===== src/rtl/axi_lite_req_arbiter.sv =====
// 2:1 arbiter sharing one AXI4-Lite master request port between IF (port 0) and MEM (port 1).
// Define ARB_ROUND_ROBIN_EN for round-robin tie-break; otherwise MEM has fixed priority.
module axi_lite_req_arbiter #(
  parameter int unsigned ADDR_W = 32,
  parameter int unsigned DATA_W = 32
) (
  input  logic                clk,
  input  logic                rst,
  input  logic                if_req_i,
  input  logic [ADDR_W-1:0]   if_addr_i,
  output logic [DATA_W-1:0]   if_rdata_o,
  output logic                if_ready_o,
  output logic                if_error_o,
  input  logic                mem_req_i,
  input  logic                mem_wr_i,
  input  logic [ADDR_W-1:0]   mem_addr_i,
  input  logic [DATA_W-1:0]   mem_wdata_i,
  input  logic [DATA_W/8-1:0] mem_wstrb_i,
  output logic [DATA_W-1:0]   mem_rdata_o,
  output logic                mem_ready_o,
  output logic                mem_error_o,
  output logic                m_req_o,
  output logic                m_wr_o,
  output logic [ADDR_W-1:0]   m_addr_o,
  output logic [DATA_W-1:0]   m_wdata_o,
  output logic [DATA_W/8-1:0] m_wstrb_o,
  input  logic [DATA_W-1:0]   m_rdata_i,
  input  logic                m_ready_i,
  input  logic                m_error_i,
  output logic [1:0]          gnt_o,
  output logic                busy_o
);

  localparam int unsigned StrbW = DATA_W / 8;

  typedef enum logic [1:0] {StIdle, StIssue, StWait, StResp} state_e;

  state_e              state_q;
  logic [1:0]          gnt_q;
  logic                last_gnt_q;  // 0 = IF, 1 = MEM
  logic                m_req_q;
  logic                m_wr_q;
  logic [ADDR_W-1:0]   m_addr_q;
  logic [DATA_W-1:0]   m_wdata_q;
  logic [StrbW-1:0]    m_wstrb_q;
  logic [DATA_W-1:0]   if_rdata_q;
  logic                if_ready_q;
  logic                if_error_q;
  logic [DATA_W-1:0]   mem_rdata_q;
  logic                mem_ready_q;
  logic                mem_error_q;
  logic                pick_mem;

`ifdef ARB_ROUND_ROBIN_EN
  // On a tie, serve the port that was not granted last.
  assign pick_mem = mem_req_i & (~if_req_i | ~last_gnt_q);
`else
  logic unused_last_gnt;
  assign unused_last_gnt = last_gnt_q;
  assign pick_mem        = mem_req_i;
`endif

  always_ff @(posedge clk or posedge rst) begin
    if (rst) begin
      state_q     <= StIdle;
      gnt_q       <= 2'b00;
      last_gnt_q  <= 1'b0;
      m_req_q     <= 1'b0;
      m_wr_q      <= 1'b0;
      m_addr_q    <= '0;
      m_wdata_q   <= '0;
      m_wstrb_q   <= '0;
      if_rdata_q  <= '0;
      if_ready_q  <= 1'b0;
      if_error_q  <= 1'b0;
      mem_rdata_q <= '0;
      mem_ready_q <= 1'b0;
      mem_error_q <= 1'b0;
    end else begin
      unique case (state_q)
        StIdle: begin
          if (if_req_i || mem_req_i) begin
            state_q <= StIssue;
            m_req_q <= 1'b1;
            if (pick_mem) begin
              gnt_q     <= 2'b10;
              m_wr_q    <= mem_wr_i;
              m_addr_q  <= mem_addr_i;
              m_wdata_q <= mem_wdata_i;
              m_wstrb_q <= mem_wstrb_i;
            end else begin
              gnt_q     <= 2'b01;
              m_wr_q    <= 1'b0;
              m_addr_q  <= if_addr_i;
              m_wdata_q <= '0;
              m_wstrb_q <= '0;
            end
          end
        end
        StIssue: begin
          m_req_q <= 1'b0;
          state_q <= StWait;
        end
        StWait: begin
          if (m_ready_i) begin
            state_q <= StResp;
            if (gnt_q[1]) begin
              mem_rdata_q <= m_rdata_i;
              mem_error_q <= m_error_i;
              mem_ready_q <= 1'b1;
            end else begin
              if_rdata_q <= m_rdata_i;
              if_error_q <= m_error_i;
              if_ready_q <= 1'b1;
            end
          end
        end
        StResp: begin
          if_ready_q  <= 1'b0;
          mem_ready_q <= 1'b0;
          last_gnt_q  <= gnt_q[1];
          gnt_q       <= 2'b00;
          state_q     <= StIdle;
        end
        default: state_q <= StIdle;
      endcase
    end
  end

  assign m_req_o     = m_req_q;
  assign m_wr_o      = m_wr_q;
  assign m_addr_o    = m_addr_q;
  assign m_wdata_o   = m_wdata_q;
  assign m_wstrb_o   = m_wstrb_q;
  assign if_rdata_o  = if_rdata_q;
  assign if_ready_o  = if_ready_q;
  assign if_error_o  = if_error_q;
  assign mem_rdata_o = mem_rdata_q;
  assign mem_ready_o = mem_ready_q;
  assign mem_error_o = mem_error_q;
  assign gnt_o       = gnt_q;
  assign busy_o      = (state_q != StIdle);

endmodule

===== config.mk =====
export PLATFORM = sky130hd
export DESIGN_NAME = axi_lite_req_arbiter
export DESIGN_NICKNAME = d
export VERILOG_FILES = /design/src/rtl/axi_lite_req_arbiter.sv
export SDC_FILE = /design/constraint.sdc
export NUM_CORES = 1
export LEC_CHECK = 0
export ABC_CLOCK_PERIOD_IN_PS = 8200
export CORE_ASPECT_RATIO = 0.5
export CORE_MARGIN = 1.5
export CORE_UTILIZATION = 44
export DETAILED_ROUTE_END_ITERATION = 8
export PLACE_DENSITY = 0.91
export SETUP_SLACK_MARGIN = 0.4
export SYNTH_ARGS = -nofsm -noshare
export SYNTH_HDL_FRONTEND = slang
export SYNTH_SLANG_ARGS = --single-unit

===== constraint.sdc =====
create_clock -name clk -period 8.2 [get_ports clk]
set_clock_uncertainty 0.1 [all_clocks]
set_input_delay 1.64 -clock clk [delete_from_list [all_inputs] [get_ports clk]]
set_output_delay 1.64 -clock clk [all_outputs]
set_load 0.02 [all_outputs]

[After elaboration in Yosys (flattened, before gate mapping)]
Index checks and enable logic that the tools add are counted.
Cells by class
  eq/ne operators: 7
  mux-type cells: 18
  bitwise gates (word level): 1
  reductions and logical operators: 14
Operator list (number)
  two-way mux 32 bit: 2
  AND reduction 3 bit: 4
  two-way mux 2 bit: 4
  inequality test 2 bit (second input constant): 4
  case mux 2 bit (4 select lines): 1
  AND reduction 2 bit: 4
  nonzero test 2 bit: 4
  two-way mux 1 bit: 6
  case mux 1 bit (2 select lines): 3
  equality test 2 bit (second input constant): 2
  two-way mux 4 bit: 1
  case mux 2 bit (2 select lines): 1
  equality test 2 x 1 -> 1 bit (second input constant): 1
  zero test 2 bit: 1
  logical OR 1 bit: 1
  inverter 1 bit: 1
Word-level totals
  bits in registers: 142
  input bits: 139
  output and inout port bits: 141
  logic and storage cells: 53

[Logic depth before layout (Yosys ltp)]
Gate-level depths: netlist of the first run.
  depth in word-level cells: 3
  depth in mapped cells: 8
  mapped depth without buffers: 5

[Worst setup path before layout of the first run]
No wires, ideal clock.
  kind: flip-flop to output port
  from: register state_q[0]
  to: output busy_o
  data arrival time: 0.944 ns
  required time: 6.460 ns
  setup slack: 5.516 ns
  stages on the path, launching flop included: 5
  path buffers: 1
  cells stage by stage: dfrtp_1 inv_1 ha_1 buf_2 inv_1
On the way
  cells in the longest elaborated chain, start to end: 1
Ends and longest elaborated chain
  from (decl): RTL line 38  | state_e state_q;
  from (signal assigned): RTL line 65  | state_q <= StIdle;
  from (signal assigned): RTL line 83  | state_q <= StIssue;
  from (signal assigned): RTL line 102  | state_q <= StWait;
  nonzero test 2 bit: RTL line 142  | assign busy_o = (state_q != StIdle);
  to (decl): RTL line 31  | output logic busy_o
Every way passes these cells.

[Worst setup path in the final report of the first run]
  from: register state_q[1]
  to: output busy_o
The elaborated chain is that of the path after synthesis.

==> results of run 1 <==
synth_stat cells:
master,count
buf_2,17
nand3_4,1
o21ai_0,35
and2_1,1
buf_4,1
o211ai_1,1
buf_6,6
dfrtp_1,142
mux2_4,58
clkbuf_1,2
nand3b_4,1
o32a_1,1
mux2_2,9
ha_1,6
inv_1,7
a21oi_1,4
nor2_1,2
nor3b_2,1
o31ai_1,1
nand2_1,34
a31oi_1,1
a22o_1,37
nor2b_1,2
mux2i_1,33
nand2b_1,1
a31o_2,1
flip-flops by register name, indices dropped and copies added (netlist names), 2 cells and up:
signal and flops:
m_wdata_o 32, m_addr_o 32, state_q 2, gnt_o 2, m_wstrb_o 4, mem_rdata_o 32
if_rdata_o 32
tightest hold or removal path: cells and delay by family (launching register included):
| family | cells | cell delay [ns] |
|---|---|---|
| AND/OR/NAND/NOR | 1 | 0.04 |
| flip-flops | 1 | 0.34 |
| AO/OA/AOI/OAI | 1 | 0.06 |
power groups by stage:
stage | clock (mW) | combinational, mW | sequential (mW)
final | 0.809 | 2.00 | 1.28
after CTS | 0.819 | 2.02 | 1.28
after floorplan | 0 | 0.641 | 1.68
after global routing | 0.854 | 2.10 | 1.32
after global placement | 0 | 1.94 | 1.26
after detailed placement | 0 | 2.00 | 1.28
cells by family (layout without fill, tap and decap cells):
| family | after synthesis | after routing | synth area share |
|---|---|---|---|
| adder cells (fa/ha/maj) | 6 | 6 | 0.0127 |
| multiplexers | 100 | 100 | 0.221 |
| flip-flops | 142 | 142 | 0.603 |
| AO/OA/AOI/OAI | 81 | 81 | 0.0949 |
| AND/OR/NAND/NOR | 43 | 43 | 0.0357 |
| buffers and inverters | 33 | 321 | 0.0329 |
final cells by class:
type | count | share of cell area
clock buffer | 20 | 0.0497
clock inverter | 12 | 0.0168
inverter | 7 | 0.00333
multi-input combinational | 230 | 0.230
sequential | 142 | 0.378
tap | 170 | 0.0227
timing repair buffer | 282 | 0.299
worst paths after layout:
check / slack, ns / startpoint / endpoint
max: 4.45 / state_q[1] / busy_o
min: 0.38 / m_addr_o[19] / m_addr_o[19]
max reg2reg: 5.80 / state_q[1] / m_addr_o[9]
min reg2reg: 0.38 / m_addr_o[19] / m_addr_o[19]
max in group asynchronous: 5.07 / rst / mem_rdata_o[3]
min in group asynchronous: 1.65 / rst / m_wdata_o[29]
layer usage:
metal  share of wire  global-route usage  up-vias
met5               0                   0        -
met4           0.026               0.105        0
met3           0.034              0.0504       33
met2            0.54               0.461      118
met1            0.40               0.282     2197
li1                -                   -     1989
==> summary.txt, run 1 <==
Synth
  • Syn Inst Count: between 400 and 500
  • Synth area leaders: dfrtp_1 60%, mux2_4 15%, mux2i_1 5.6%
  • Syn avg cell area: 14.6 um2
  • Post-synth cell types: 26
  • Post-Syn Area: ~0.0059 mm2
  • Synth area leader: dfrtp_1
  • Area share of the largest cell type after synthesis: 0.603
  • Flop and latch count out of synthesis: around 140
  • Syn_nets: between 500 and 600
  • Yosys warning total: 0
  • Seq/Total Area, Yosys: 0.603

Critical path
  • Delay-heaviest family, CP: buffers and inverters
  • Critical Path Sink Type: output port
  • CP max stage delay: 0.61 ns
  • Cells on worst reg2reg path: 5
  • CP arrival: about 2 ns
  • Critical Path Fanout Max: 8
  • CP Data Required Time: 6.46 ns
  • Critical Path Slowest Stage Cell: clkdlybuf4s50_1
  • CP bufs+invs: 3
  • Critical path class: flip-flop to output port
  • Cell chain of the critical path: inv_1 > ha_1 > inv_1 > clkdlybuf4s50_1
  • CP dominant cell by count: inv_1
  • CP Launch Type: flip-flop
  • WP depth: 4

STA
  • Hold slack: roughly 0.38 ns
  • Final worst slack: 4.45 ns
  • Final Critical Period: between 3 and 4 ns
  • Fmax achieved: between 200 and 300 MHz
  • Max Slew Vio Count: 0
  • Max transition margin: 0.264
  • Period utilization: 0.458
  • RSZ-0062 raised after global routing: false
  • Worst Tran Pin Value: roughly 1.1 ns
  • TNS Setup: 0 ns
  • Setup violations, final: 0
  • Final Hold Vio Count: 0

Power
  • Switching portion of total power: 0.360
  • Internal power: between 2 and 3 mW
  • Peak VDD IR: approximately 0.19 mV
  • Overall Power: 4.09 mW
  • Clock Power Share: 0.198
  • Leak: 4.31 nW
  • Sw power: ~1.5 mW
  • Combinational Power Share: 0.489
  • PD cells: between 400 and 500 mW/mm2
  • Sequential fraction of design power: 0.313

Routing
  • DR iter-0 viols: 159
  • DR vias/cell: just over 5
  • Via count: 4,337
  • TritonRoute pass-1 iters: 7
  • WL final: around 17,000 um
  • # DRC: 7
  • Drt wl/cell: approximately 20 um
  • Antenna-violating nets left: 0

Global route
  • Largest net degree at the start of global routing: between 80 and 90
  • Total grt overflow: 0
  • Antenna violations before repair: 0
  • Number of global-route vias before repair: 4,874
  • Total GRT Usage: 0.248
  • First-pass GRT wire length: ~27,000 um

Status
  • Status: finished, violations left
  • Violated checks: design-rule violations

Layout
  • Antenna diode instance count: 0
  • Reg area: ~0.0036 mm2
  • Commonest non-fill, non-tap cell in the layout: clkdlybuf4s50_1
  • Layout net count: around 830
  • Multi-input logic area: between 0.002 and 0.0025 mm2
  • Layout cells sized above 1: 0.157
  • Most frequent cells in the layout: 278 x clkdlybuf4s50_1, 142 x dfrtp_1, 58 x mux2_4
  • Final Instance Area: between 0.009 and 0.01 mm2
  • Final core area utilization: 0.729
  • Area grow syn2layout: 59.3%
  • Non-filler cells, final: 863
  • Fillers: between 800 and 900

Die
  • Die width: between 150 and 200 um
  • CORE AREA: roughly 0.013 mm2
  • Die H: between 80 and 90 um
  • Rows: 29
  • Total I/O pin count: 280
  • Die Area: 0.0141 mm2
  • Starting density of the core: 0.458

CTS
  • Reg clk slew, reported paths: 0.06 ns
  • Clock Latency Late Sink: 0.41 ns
  • CTS Buf Count: 17
  • TritonCTS clock tree: done
  • Root Driver: clkbuf_16
  • Htree depth: 4
  • Setup Buffers After CTS: 0
  • Clk sink count: 142
  • Clock Tree Buf Depth: 2
  • Hold_buf cts: 0
  • CTS resizes: 0

Min path
  • WHS Path Cells: 2
  • HP Class: flip-flop to flip-flop

Place
  • Detail Placement HPWL: about 12,000 um
  • Pre-CTS setup slack: between 4 and 5 ns
  • DP Area: about 0.009 mm2
  • Port Buffers: between 200 and 300
  • Placer Congestion: about 0.80
  • Cells after DPL: a little over 800

Job
  • Max-cap violations: 0
Note: power is estimated with default switching activity, not from simulation.
==> run 2: changes to the inputs <==
--- a/config.mk
+++ b/config.mk
@@ -5,12 +5,12 @@
 export SDC_FILE = /design/constraint.sdc
 export NUM_CORES = 1
 export LEC_CHECK = 0
-export ABC_CLOCK_PERIOD_IN_PS = 8200
+export ABC_CLOCK_PERIOD_IN_PS = 3300
 export CORE_ASPECT_RATIO = 0.5
 export CORE_MARGIN = 1.5
-export CORE_UTILIZATION = 44
+export CORE_UTILIZATION = 37
 export DETAILED_ROUTE_END_ITERATION = 8
-export PLACE_DENSITY = 0.91
+export PLACE_DENSITY = 0.83
 export SETUP_SLACK_MARGIN = 0.4
 export SYNTH_ARGS = -nofsm -noshare
 export SYNTH_HDL_FRONTEND = slang
==> constraint.sdc (replaced) <==
create_clock -name clk -period 3.3 [get_ports clk]
set_clock_uncertainty 0.1 [all_clocks]
set_input_delay 0.66 -clock clk [delete_from_list [all_inputs] [get_ports clk]]
set_output_delay 0.66 -clock clk [all_outputs]
set_load 0.02 [all_outputs]
==> run 2 against run 1 <==
  * The flow now finishes without violations
  * First-iteration DRC count is 5.7% higher
  * Wire length is 7.4% lower
  * Setup slack worse by 3.9 ns
  * Sequential cell count did not move
  * Cell count up 4.4%
  * Final area up 1.3%
  * Via count is 3.0% lower
  * Register-to-register slack got worse by 4.8 ns
==> summary.txt, run 2 (synthesis results as in run 1) <==
Routing
  • TritonRoute pass-1 iters: 4
  • WL final: roughly 16,000 um
  • DR vias/cell: between 4 and 5
  • Drt wl/cell: around 17 um
  • Via count: 4,209
  • Antenna-violating nets left: 0
  • DR iter-0 viols: 168
  • # DRC: 0

Power
  • Leak: 4.34 nW
  • Peak VDD IR: 0.502 mV
  • Overall Power: around 10 mW
  • PD cells: 1060 mW/mm2

STA
  • Worst Tran Pin Value: 0.856 ns
  • Final Hold Vio Count: 0
  • Final Critical Period: between 2 and 3 ns
  • Setup violations, final: 0
  • Final worst slack: 0.547 ns
  • Fmax achieved: about 360 MHz
  • Hold slack: approximately 0.38 ns
  • Max Slew Vio Count: 0
  • Max transition margin: 0.428
  • RSZ-0062 raised after global routing: false
  • TNS Setup: 0 ns
  • Period utilization: 0.834

Die
  • Starting density of the core: 0.380
  • Die H: ~90 um
  • Die width: about 180 um
  • Total I/O pin count: 280
  • CORE AREA: roughly 0.015 mm2
  • Die Area: 0.0167 mm2
  • Rows: 32

CTS
  • Hold_buf cts: 0
  • CTS Buf Count: 17
  • Setup Buffers After CTS: 0
  • Clock Tree Buf Depth: 2
  • Clock Latency Late Sink: about 0.4 ns
  • Htree depth: 4
  • Clk sink count: 142
  • CTS resizes: 0
  • TritonCTS clock tree: done
  • Reg clk slew, reported paths: 0.06 ns
  • Root Driver: clkbuf_16

Layout
  • Multi-input logic area: 0.00216 mm2
  • Antenna diode instance count: 0
  • Final Instance Area: 0.00951 mm2
  • Area grow syn2layout: 61.3%
  • Fillers: ~1,200
  • Non-filler cells, final: 901
  • Commonest non-fill, non-tap cell in the layout: clkdlybuf4s50_1
  • Final core area utilization: 0.614
  • Reg area: between 0.003 and 0.004 mm2
  • Layout cells sized above 1: 0.161
  • Most frequent cells in the layout: 278 x clkdlybuf4s50_1, 142 x dfrtp_1, 58 x mux2_4
  • Layout net count: between 800 and 900

Global route
  • Met3 usage: 0.0365
  • GR met2 Demand/Resource: 0.360
  • Total grt overflow: 0
  • GR Util met1: 0.224
  • Number of global-route vias before repair: 4,567
  • Largest net degree at the start of global routing: roughly 100
  • First-pass GRT wire length: 24,900 um
  • Antenna violations before repair: 0
  • Total GRT Usage: 0.193
  • Layer with the highest usage: met2

Critical path
  • CP Data Required Time: between 2 and 3 ns
  • CP arrival: approximately 2.0 ns
  • Critical Path Fanout Max: 8
  • CP Launch Type: flip-flop
  • Critical path class: flip-flop to output port
  • Critical Path Sink Type: output port

Min path
  • HP Class: flip-flop to flip-flop

Job
  • Max-cap violations: 0

Status
  • Status: completed

Place
  • Detail Placement HPWL: 11,500 um
  • Port Buffers: ~280
  • DP Area: a little under 0.009 mm2
  • Pre-CTS setup slack: ~0.71 ns
  • Placer Congestion: 0.786
  • Cells after DPL: a little under 900
run 2: worst paths after layout:
kind / end / start / slack [ns] / cells after the start
worst max-delay path: busy_o / state_q[0] / 0.55 / 4
worst min-delay path: m_addr_o[13] / m_addr_o[13] / 0.38 / 2
worst max register to register: if_rdata_o[11] / state_q[0] / 1.00 / 4
worst min register to register: m_addr_o[13] / m_addr_o[13] / 0.38 / 2
max in group asynchronous: m_wdata_o[3] / rst / 1.75 / 3
min in group asynchronous: state_q[1] / rst / 0.68 / 2
run 2: worst max-delay path, stage by stage (launching register included):
cell,delay [ns]
dfrtp_1,0.42
inv_1,0.11
ha_1,0.33
inv_1,0.12
clkdlybuf4s50_1,0.62
run 2: report_power, final:
| part | internal [mW] | leakage [nW] | switching [mW] |
|---|---|---|---|
| sequential | 2.63 | 1.75 | 0.542 |
| clock | 1.27 | 0.304 | 0.739 |
| combinational | 2.63 | 2.29 | 2.28 |
| total | 6.52 | 4.34 | 3.56 |
run 2: final cells by class:
class	count	share of cell area
well taps	204	0.0268
multi-input cells	230	0.227
repair buffers	286	0.304
clock inverters	14	0.0201
flip-flops and latches	142	0.374
inverters	7	0.00316
clock buffers	18	0.0451
run 2: per-layer routing:
layer | part of all wire | up-vias
met1 | 0.41 | 2086
met3 | 0.029 | 27
met4 | 0.020 | 0
met5 | 0 | -
met2 | 0.54 | 100
li1 | - | 1996
==> run 3: changes to the inputs <==
--- a/config.mk
+++ b/config.mk
@@ -5,7 +5,7 @@
 export SDC_FILE = /design/constraint.sdc
 export NUM_CORES = 1
 export LEC_CHECK = 0
-export ABC_CLOCK_PERIOD_IN_PS = 3300
+export ABC_CLOCK_PERIOD_IN_PS = 2320
 export CORE_ASPECT_RATIO = 0.5
 export CORE_MARGIN = 1.5
 export CORE_UTILIZATION = 37
==> constraint.sdc (replaced) <==
create_clock -name clk -period 2.32 [get_ports clk]
set_clock_uncertainty 0.1 [all_clocks]
set_input_delay 0.464 -clock clk [delete_from_list [all_inputs] [get_ports clk]]
set_output_delay 0.464 -clock clk [all_outputs]
set_load 0.02 [all_outputs]
==> run 3 against run 2 <==
  * Clock power rose by 41%
  * First-iteration DRC count fell by 26%
  * Final area fell by 0.58%
  * Non-clock buffer count rose by 8
  * Largest power group unchanged
  * Highest routed layer unchanged
==> summary.txt, run 3 (synthesis results as in run 1) <==
Layout
  • Commonest non-fill, non-tap cell in the layout: dfrtp_1
  • Multi-input logic area: between 0.002 and 0.0025 mm2
  • Reg area: around 0.0036 mm2
  • Final Instance Area: about 0.0095 mm2
  • Area grow syn2layout: 60.4%
  • Layout net count: ~840
  • Final core area utilization: 0.610
  • Antenna diode instance count: 0
  • Fillers: approximately 1,200
  • Most frequent cells in the layout: 142 x dfrtp_1, 140 x dlygate4sd2_1, 137 x clkdlybuf4s50_1
  • Non-filler cells, final: 908
  • Layout cells sized above 1: 0.178

STA
  • Max transition margin: 0.664
  • Final Critical Period: 1.86 ns
  • Setup violations, final: 0
  • Worst Tran Pin Value: 0.503 ns
  • RSZ-0062 raised after global routing: false
  • Period utilization: 0.800
  • Fmax achieved: ~540 MHz
  • Hold slack: a little over 0.3 ns
  • Final Hold Vio Count: 0
  • Max Slew Vio Count: 0

Routing
  • WL final: about 16,000 um
  • Via count: roughly 4,200
  • DR iter-0 viols: between 100 and 150
  • TritonRoute pass-1 iters: 4
  • # DRC: 0
  • Antenna-violating nets left: 0
  • Drt wl/cell: 17.3 um
  • DR vias/cell: about 4.7

Job
  • Max-cap violations: 0

Die
  • Die width: about 180 um
  • Rows: 32
  • Starting density of the core: 0.380
  • Die H: ~90 um
  • CORE AREA: 0.0155 mm2
  • Die Area: roughly 0.017 mm2
  • Total I/O pin count: between 200 and 300

CTS
  • TritonCTS clock tree: done
  • Clock Latency Late Sink: around 0.40 ns
  • Clock Tree Buf Depth: 2
  • Clk sink count: around 140
  • Root Driver: clkbuf_16
  • Htree depth: 4
  • Reg clk slew, reported paths: about 0.060 ns
  • CTS Buf Count: 17

Critical path
  • Reg2reg setup slack: approximately 0.52 ns
  • CP arrival: approximately 1.3 ns
  • Critical Path Sink Type: output port
  • Critical Path Fanout Max: 4
  • Critical path class: flip-flop to output port
  • CP Data Required Time: 1.76 ns
  • CP Launch Type: flip-flop

Global route
  • First-pass GRT wire length: roughly 25,000 um
  • Number of global-route vias before repair: between 4,000 and 5,000
  • Total grt overflow: 0
  • Largest net degree at the start of global routing: 78
  • Total GRT Usage: 0.190
  • Antenna violations before repair: 0

Place
  • Cells after DPL: 875
  • Port Buffers: between 200 and 300
  • DP Area: approximately 0.0090 mm2
  • Detail Placement HPWL: roughly 12,000 um
  • Placer Congestion: about 0.81

Power
  • Peak VDD IR: 0.592 mV
  • Switching portion of total power: 0.375
  • Sequential fraction of design power: 0.329
  • Sw power: roughly 5.1 mW
  • Internal power: 8.44 mW
  • Overall Power: approximately 13 mW
  • Combinational Power Share: 0.461
  • PD cells: ~1400 mW/mm2
  • Leak: 4.70 nW
  • Clock Power Share: 0.210

Min path
  • HP Class: input port to flip-flop

Status
  • Status: completed
run 3: changes by cell type in the layout (fill, tap and decap cells not counted), sizes merged:
cell	delta
clkbuf	+1
dlygate4sd2	+140
clkinv	-5
clkinvlp	+4
buf	+9
clkdlybuf4s50	-141
bufinv	-1
run 3: per-stage QoR:
step	TNS, ns	worst slack, ns
detailed placement	0	0.233
finish	0	0.465
global route	0	0.404
CTS	0	0.199
global placement	0	0.279
floorplan	-2.99	-0.0211
run 3: final timing paths:
path	from	to	depth (start not counted)
hold / removal	mem_req_i	gnt_o[0]	2
setup / recovery	state_q[0]	busy_o	4
max in group asynchronous	rst	m_wdata_o[13]	3
setup reg to reg	state_q[1]	mem_rdata_o[3]	5
min in group asynchronous	rst	m_addr_o[0]	2
hold reg to reg	m_addr_o[16]	m_addr_o[16]	2
run 3: critical path, cell delays in order, from the launching register on:
cell and delay (ns):
dfrtp_1 0.41, inv_2 0.10, ha_2 0.18, inv_1 0.05, buf_4 0.15
run 3: final cells by class:
cell class	count	area share
Sequential cell	142	0.376
Clock buffer	19	0.0479
Multi-Input combinational cell	230	0.229
Tap cell	204	0.0270
Timing Repair Buffer	294	0.300
Clock inverter	12	0.0172
Inverter	7	0.00318
run 3: per-layer routing:
layer / routed length [um] / up-vias / GRT usage
met3: 537 / 25 / 0.0365
li1: - / 2018 / -
met2: 8340 / 102 / 0.349
met1: 6540 / 2100 / 0.224
met5: 0 / - / 0
met4: 331 / 0 / 0.0646
run 3: power groups by stage:
stage               combinational [mW]  clock, mW  sequential [mW]
floorplan                         2.27          0             5.94
global placement                  6.95          0             4.48
detailed placement                7.11          0             4.50
CTS                               6.25       2.88             4.46
global route                      6.60       2.97             4.60
finish                            6.22       2.83             4.45
run 3: repair_timing:
action	in CTS	in global routing
resized for setup	142	8
setup buffers	0	2
endpoints found under the setup margin	180	58
hold buffers	0	0
endpoints found under the hold margin	0	0
